[src/rtl/step_tracker_if.sv]
// Bundle of the quadrature-style step inputs and the tracker status outputs.
// The tracker side uses the slave modport; the driving/observing side uses master.
interface step_tracker_if #(
  parameter int POS_W = 8
);
  logic                    A;
  logic                    B;
  logic                    clear;
  logic signed [POS_W-1:0] pos;
  logic                    step_up;
  logic                    step_dn;
  logic                    reversal;
  logic [1:0]              dir;
  logic                    err;
  logic [3:0]              err_cnt;

  modport master (
    output A, B, clear,
    input  pos, step_up, step_dn, reversal, dir, err, err_cnt
  );

  modport slave (
    input  A, B, clear,
    output pos, step_up, step_dn, reversal, dir, err, err_cnt
  );
endinterface

[src/rtl/step_tracker.sv]
// Step tracker: watches the 2-bit up/down count {A,B}, classifies each sample
// against the previous one as hold/up/down/illegal, keeps a signed net position,
// a direction FSM with a sticky FAULT state, and a saturating illegal-step count.
module step_tracker #(
  parameter int POS_W = 8
) (
  input  logic            clk,
  input  logic            reset_n,
  step_tracker_if.slave   bus
);

  typedef enum logic [1:0] {
    IDLE  = 2'b00,
    UP    = 2'b01,
    DOWN  = 2'b10,
    FAULT = 2'b11
  } state_e;

  // Difference s - prev (mod 4) encodes the step class directly.
  localparam logic [1:0] D_HOLD    = 2'd0;
  localparam logic [1:0] D_UP      = 2'd1;
  localparam logic [1:0] D_ILLEGAL = 2'd2;
  localparam logic [1:0] D_DOWN    = 2'd3;

  logic [1:0]              s;
  logic [1:0]              delta;

  logic [1:0]              prev_q, prev_d;
  logic                    armed_q, armed_d;
  state_e                  state_q, state_d;
  logic signed [POS_W-1:0] pos_q, pos_d;
  logic                    step_up_q, step_up_d;
  logic                    step_dn_q, step_dn_d;
  logic                    reversal_q, reversal_d;
  logic                    err_q, err_d;
  logic [3:0]              err_cnt_q, err_cnt_d;

  assign s     = {bus.A, bus.B};
  assign delta = s - prev_q;

  // Next-state logic: classify the current sample and update position/FSM/error state.
  always_comb begin
    prev_d     = s;              // prev always tracks the input, even in FAULT or on clear
    armed_d    = 1'b1;
    state_d    = state_q;
    pos_d      = pos_q;
    step_up_d  = 1'b0;
    step_dn_d  = 1'b0;
    reversal_d = 1'b0;
    err_d      = err_q;
    err_cnt_d  = err_cnt_q;

    // The first edge after reset only captures prev; no classification yet.
    if (armed_q) begin
      if (delta == D_ILLEGAL) begin
        state_d = FAULT;
        err_d   = 1'b1;
        if (err_cnt_q != 4'd15) begin
          err_cnt_d = err_cnt_q + 4'd1;
        end
      end else if (state_q != FAULT) begin
        if (delta == D_UP) begin
          step_up_d  = 1'b1;
          pos_d      = pos_q + 1'b1;
          state_d    = UP;
          reversal_d = (state_q == DOWN);
        end else if (delta == D_DOWN) begin
          step_dn_d  = 1'b1;
          pos_d      = pos_q - 1'b1;
          state_d    = DOWN;
          reversal_d = (state_q == UP);
        end
      end
    end

    // Clear wins over anything classified on this edge but leaves armed alone.
    if (bus.clear) begin
      armed_d    = armed_q;
      state_d    = IDLE;
      pos_d      = '0;
      step_up_d  = 1'b0;
      step_dn_d  = 1'b0;
      reversal_d = 1'b0;
      err_d      = 1'b0;
      err_cnt_d  = 4'd0;
    end
  end

  // State and registered outputs; reset forces everything to zero immediately.
  always_ff @(posedge clk or negedge reset_n) begin
    if (!reset_n) begin
      prev_q     <= 2'b00;
      armed_q    <= 1'b0;
      state_q    <= IDLE;
      pos_q      <= '0;
      step_up_q  <= 1'b0;
      step_dn_q  <= 1'b0;
      reversal_q <= 1'b0;
      err_q      <= 1'b0;
      err_cnt_q  <= 4'd0;
    end else begin
      prev_q     <= prev_d;
      armed_q    <= armed_d;
      state_q    <= state_d;
      pos_q      <= pos_d;
      step_up_q  <= step_up_d;
      step_dn_q  <= step_dn_d;
      reversal_q <= reversal_d;
      err_q      <= err_d;
      err_cnt_q  <= err_cnt_d;
    end
  end

  assign bus.pos      = pos_q;
  assign bus.step_up  = step_up_q;
  assign bus.step_dn  = step_dn_q;
  assign bus.reversal = reversal_q;
  assign bus.dir      = state_q;
  assign bus.err      = err_q;
  assign bus.err_cnt  = err_cnt_q;

endmodule

[src/flat_wrapper.sv]
// flat-port wrapper written by rule: the top's interface ports become plain ports
module step_tracker_flat 
#(
  parameter int POS_W = 8
)
  (clk, reset_n, bus_A, bus_B, bus_clear, bus_pos, bus_step_up, bus_step_dn, bus_reversal, bus_dir, bus_err, bus_err_cnt);
  step_tracker_if #(.POS_W(POS_W)) bus_i ();
  input  logic clk;
  input  logic reset_n;
  input wire logic [$bits(bus_i.A)-1:0] bus_A;
  input wire logic [$bits(bus_i.B)-1:0] bus_B;
  input wire logic [$bits(bus_i.clear)-1:0] bus_clear;
  output wire logic [$bits(bus_i.pos)-1:0] bus_pos;
  output wire logic [$bits(bus_i.step_up)-1:0] bus_step_up;
  output wire logic [$bits(bus_i.step_dn)-1:0] bus_step_dn;
  output wire logic [$bits(bus_i.reversal)-1:0] bus_reversal;
  output wire logic [$bits(bus_i.dir)-1:0] bus_dir;
  output wire logic [$bits(bus_i.err)-1:0] bus_err;
  output wire logic [$bits(bus_i.err_cnt)-1:0] bus_err_cnt;
  assign bus_i.A = bus_A;
  assign bus_i.B = bus_B;
  assign bus_i.clear = bus_clear;
  assign bus_pos = bus_i.pos;
  assign bus_step_up = bus_i.step_up;
  assign bus_step_dn = bus_i.step_dn;
  assign bus_reversal = bus_i.reversal;
  assign bus_dir = bus_i.dir;
  assign bus_err = bus_i.err;
  assign bus_err_cnt = bus_i.err_cnt;
  step_tracker #(.POS_W(POS_W)) u_core (.clk(clk), .reset_n(reset_n), .bus(bus_i));
endmodule
[config.mk]
export PLATFORM = sky130hd
export DESIGN_NAME = step_tracker_flat
export DESIGN_NICKNAME = d
export VERILOG_FILES = /design/src/rtl/step_tracker_if.sv /design/src/rtl/step_tracker.sv /design/src/flat_wrapper.sv
export SDC_FILE = /design/constraint.sdc
export NUM_CORES = 1
export LEC_CHECK = 0
export ABC_AREA = 0
export CAP_MARGIN = 20
export CORE_MARGIN = 2
export CORE_UTILIZATION = 30
export DETAILED_ROUTE_END_ITERATION = 8
export PLACE_DENSITY = 0.52
export SYNTH_ARGS = -nofsm -noshare
export SYNTH_HDL_FRONTEND = slang
export SYNTH_SLANG_ARGS = --single-unit
[constraint.sdc]
create_clock -name clk -period 3.4 [get_ports clk]
set_input_delay 0.51 -clock clk [delete_from_list [all_inputs] [get_ports clk]]
set_output_delay 0.51 -clock clk [all_outputs]
set_load 0.02 [all_outputs]
## After elaboration in Yosys (flattened, before gate mapping)

Cells that the tools add are included.

- Flip-flop bits (word level): 21
- Bits of input ports: 5
- Logic and storage cells: 68

- Add/subtract/negate cells: 4
- Equality and inequality tests: 8
- Mux-type cells: 36
- Reductions and logical operators: 11

Operator list:

| cell | number |
|---|---|
| 2-to-1 mux 8 bit | 6 |
| 2-to-1 mux 1 bit | 20 |
| 2-to-1 mux 4 bit | 4 |
| 2-to-1 mux 2 bit | 6 |
| adder 8 x 1 -> 8 bit, second input constant | 1 |
| nonzero test 2 bit | 4 |
| subtractor 8 x 1 -> 8 bit, second input constant | 1 |
| == test 2 bit, second input constant | 3 |
| AND reduction 3 bit | 2 |
| nonzero test 3 bit | 2 |
| adder 4 x 1 -> 4 bit, second input constant | 1 |
| == test 2 x 1 -> 1 bit, second input constant | 2 |
| inequality test 2 bit, second input constant | 2 |
| inequality test 4 bit, second input constant | 1 |
| AND reduction 4 bit | 1 |
| nonzero test 4 bit | 1 |
| AND reduction 2 bit | 1 |
| subtractor 2 bit | 1 |

## Longest topological paths before layout

- Depth after elaboration: 8
- Depth in mapped cells: 13
- Gate-level depth less buffers: 13

## Worst setup path before layout

No wires, ideal clock.

- Kind: input to register
- Start: input port bus_B
- End: register u_core.pos_q[7] (netlist: u_core.bus.pos[7])
- Arrival: 2.846 ns
- Setup slack: 0.482 ns
- Stages on the path: 13
- Cell sequence: inv_1 ha_1 xnor2_1 xnor2_1 inv_1 ha_1 inv_1 ha_1 and3_1 a221o_1 a2111oi_1 nor2_1 nand4b_1

- Cells in the longest elaborated chain, start to end: 7
- Elaborated cells on any way between the ends: 12

Ends and longest elaborated chain:

| element | RTL line | text |
|---|---|---|
| start, declared | flat_wrapper.sv:11 | `input wire logic [$bits(bus_i.B)-1:0] bus_B;` |
| subtractor 2 bit * | step_tracker.sv:39 | `assign delta = s - prev_q;` |
| == test 2 x 1 -> 1 bit | step_tracker.sv:62 | `if (delta == D_UP) begin` |
| 2-to-1 mux 8 bit | step_tracker.sv:62 |  |
| 2-to-1 mux 8 bit | step_tracker.sv:61 | `end else if (state_q != FAULT) begin` |
| 2-to-1 mux 8 bit | step_tracker.sv:55 | `if (delta == D_ILLEGAL) begin` |
| 2-to-1 mux 8 bit | step_tracker.sv:54 | `if (armed_q) begin` |
| 2-to-1 mux 8 bit | step_tracker.sv:77 | `if (bus.clear) begin` |
| end signal, assigned | step_tracker.sv:105 | `pos_q <= pos_d;` |
| end, declared | step_tracker.sv:31 | `logic signed [POS_W-1:0] pos_q, pos_d;` |

Every way passes the cells marked *; elsewhere a longest branch is shown, timed or not. The select of a mux whose other input is x is not followed.
A chain may end at the register's enable or synchronous reset.

## Final worst setup path

Same ends and word-level chain as after synthesis.

==> run summary <==
The tools report the first element of the critical path as bus_B. The run gives 0 as the max-slew violation count. By area the synthesized netlist is led by dfrtp_1 (40%), ha_1 (11%), a21oi_1 (3.0%), nor2_1 (2.5%), nand3_1 (2.3%).

TritonCTS built the clock tree. Critical path start-end classification: in -> reg. In this run, the number of DRC markers left after iteration 0 of detailed routing was 98. The final clock skew is 0.00166 ns. Overall power after layout: 0.000982 W.

Post-CTS repair changed the size of 0 cells. The final period utilization is 0.942. The flow ran to the end, and the final reports show no timing, DRC or antenna violations. The fraction of final layout cells with drive strength greater than 1 was 0.107.

After global routing the overflow that remains totals 0. Timing analysis after detailed placement gives a worst setup slack of -0.0779 ns. The die covers 4970 sq um. The tools report the number of cells in the design after placement as 216.

For the worst setup path, the data required time is 3.60 ns. The post-layout minimum cycle time came out at 3.20 ns. For this run, the slowest stage of the critical path takes 0.47 ns. The detail route stage leaves a number of antenna-violating nets equal to 0. After detailed routing, the number of remaining DRC violations is 0. The worst-case IR drop observed on VDD is 0.000193 V.

Summed over all instances, the cell type with the most area after synthesis is dfrtp_1. Routability-driven placement finished with a final weighted congestion of 0.776. The number of buffers and inverters on the critical path is 4. For this design, the sink count on the clock tree is 21.

The area growth from synthesis to layout works out to 30.3%. Setup slack on the critical path of the routed design comes to 0.197 ns. The cell sitting at the root of the clock tree is a clkbuf_8. The wire-length estimate of the detail-placed layout is 2320 microns. Timing would allow up to 312 MHz.

Buffers inserted during clock tree synthesis total 3. The finished layout holds 221 standard cells, fillers aside. The tools report the number of failing hold endpoints at the final stage as 0.

The most used flip-flop cell after synthesis is dfrtp_1. After clock tree synthesis, the clock-pin slew on the worst setup and hold paths is 0.08 ns. The area fraction of the dominant cell type after synthesis was 0.396. Counting distinct cell types in the post-synthesis netlist gives 42. Grouping stages by cell kind, the critical path spends the most delay in compound AO/OA/AOI/OAI gates.

In this run the worst path has a maximum fanout of 6. When the netlist entered floorplanning its net count stood at 154. Number of synthesized flops with an enable pin: 0. The clock reaches the later pin of the worst-skew pair after 0.26 ns.

Walking the worst path, the cells encountered are clkdlybuf4s50_1 -> inv_1 -> ha_1 -> xnor2_1 -> xnor2_1 -> inv_1 -> ha_1 -> inv_1 -> ha_1 -> and3_1 -> a221o_1 -> a2111oi_1 -> nor2_1 -> nand4b_1. The overall die height works out to 70.5 microns. The worst register-to-register path begins at u_core.prev_q[0]$_DFF_PN0_. The final net count came out at 187.

The average vias per placed instance works out to 5.19. For this design the ratio of total power to cell area is 568 nW/um^2. The effective utilization at floorplan is 0.309. Count of endpoints failing setup in the final report: 0. The count of maximum capacitance violations was 0; the total leakage power was 0.771 nW. Overall track demand over capacity in global routing: 0.139. 23 I/O pins were placed. Worst-case headroom to the max-slew limit: 0.625. The post-synth design cell area was 1330 sq um. Adding up every negative setup slack in the final design gives 0 ns. The worst setup path is captured at a flip-flop. At the pin with the least slew margin, the transition time is 0.561 ns. The count of buffers added by post-CTS timing repair for setup came out at 0.

The number of antenna violations at the first check in global routing was 0; the synthesized instance count was 137. For the sequential fraction of the synthesis area, the log shows 0.396. The row count is 24, and the number of global-route vias before repair is 1204. Setup repair after global routing left no endpoint under its margin. The post-synthesis async set-or-reset flop share came out at 1.00.

The count of buffers from port buffering was 22. Pin count of the biggest net entering global routing: 22. The core area was 4290 sq um.

The longest clock path from root to sink contains 2 buffers. For this block, the routed nets add up to 3150 microns of wire. The class of the tightest hold or removal check was reg -> reg. Measured along the x axis, the die boundary spans 70.5 microns. The routed length per instance works out to 14.3 microns. The first TritonRoute pass finished after 4 iterations. The number of antenna diodes in the final layout is 0. The logs give 0 for the post-cts hold buffer count and 1 for the H-tree depth reported by CTS. The synthesized flop and latch total came out at 21. A synthesized cell averages 9.69 sq um. The largest individual stage delay along the critical path comes from the cell clkdlybuf4s50_1. The detailed-route via count came out at 1146.

Yosys printed 0 warnings. The data arrival time at the worst-slack endpoint was 3.40 ns. The tools report the first-pass GRT wire length as 5550 microns. The worst setup path is launched from a primary input.

The startpoint identified for the worst hold timing path is u_core.bus.err$_DFFE_PN0P_.
-- power breakdown --
part | leakage, nW | internal [W] | switching (W)
combinational | 0.472 | 0.000229 | 0.000255
clock | 0.0255 | 0.0000818 | 0.0000904
sequential | 0.273 | 0.000287 | 0.0000387
total | 0.771 | 0.000598 | 0.000384
-- synth_stat cells (all sizes together), types with 2 or more instances --
master and number:
a211oi 2, a21o 2, a21oi 8, a31oi 3
and3 4, clkbuf 4, dfrtp 21, ha 12
inv 5, nand2 6, nand2b 3, nand3 6
nand3b 4, nand4b 3, nor2 9, nor2b 2
nor3 5, nor3b 4, o21a 3, o21ai 3
o31ai 2, or3 3, xnor2 3, xor2 3
-- worst register-to-register path, stage by stage, from the launching register on --
cell and delay, ns:
dfrtp_1 0.37, ha_1 0.18, xnor2_1 0.16, xnor2_1 0.16, inv_1 0.08, ha_1 0.20
inv_1 0.14, ha_1 0.30, and3_1 0.19, a221o_1 0.40, a2111oi_1 0.37, nor2_1 0.08
nand4b_1 0.11
-- cells in the final DEF (no fill, tap or decap), types with 3 or more instances in the layout --
master and n:
clkdlybuf4s50_1 22, dfrtp_1 21, ha_1 12, buf_4 10
nor2_1 9, a21oi_1 8, nand2_1 6, nand3_1 6
inv_1 5, nor3_1 5, and3_1 4, nand3b_1 4
xnor2_1 3, nor3b_1 3, a31oi_1 3, o21ai_0 3
nand4b_1 3, or3_1 3, xor2_1 3, nand2b_1 3
o21a_1 3, clkbuf_8 3
-- cell type report --
type / instances / area (sq um)
Inverter: 5 / 18.8
Sequential cell: 21 / 526
Clock buffer: 3 / 41.3
Multi-Input combinational cell: 106 / 763
Fill cell: 434 / 2560
Timing Repair Buffer: 33 / 310
Tap cell: 52 / 65.1
Clock inverter: 1 / 5.00
-- per-stage QoR --
step                      utilization  hold WS (ns)  area (sq um)
after floorplan                     -         0.214          1330
after global placement          0.388         0.486          1670
after detailed placement        0.388         0.496          1670
after CTS                       0.399         0.521          1710
after global routing            0.403         0.575          1730
final                           0.403         0.512          1730
-- logic make-up after synthesis --
logic type | share of synthesized area
xor+xnor | 0.0396
flops | 0.396
simple gates | 0.238
buf+inv | 0.0292
mux | 0.00754
fa+ha+maj | 0.113
compound gates | 0.177
-- metal layers --
metal  vias up  wire (microns)  global-route usage
li1        568               -                   -
met1       551            1500               0.185
met2        22            1520               0.232
met3         5             101              0.0245
met4         0              26              0.0363
met5         -               0                   0
-- worst paths after layout --
| kind | endpoint | slack [ns] | cells past startpoint |
|---|---|---|---|
| min in group asynchronous | u_core.bus.pos[0]$_DFFE_PN0P_ | 0.60 | 1 |
| max | u_core.bus.pos[7]$_DFFE_PN0P_ | 0.20 | 14 |
| max in group asynchronous | u_core.bus.err_cnt[1]$_DFFE_PN0P_ | 2.33 | 2 |
| min reg2reg | u_core.bus.err$_DFFE_PN0P_ | 0.51 | 2 |
| max reg2reg | u_core.bus.pos[7]$_DFFE_PN0P_ | 0.60 | 12 |
| min | u_core.bus.err$_DFFE_PN0P_ | 0.51 | 2 |
-- flip-flops by register name, indices dropped and copies added, names as in the netlist --
signal	cells
u_core.bus.pos	8
u_core.bus.err_cnt	4
u_core.bus.dir	2
u_core.prev_q	2
u_core.armed_q	1
u_core.bus.err	1
u_core.bus.reversal	1
u_core.bus.step_dn	1
u_core.bus.step_up	1
Power figures use the tool's default switching activity.
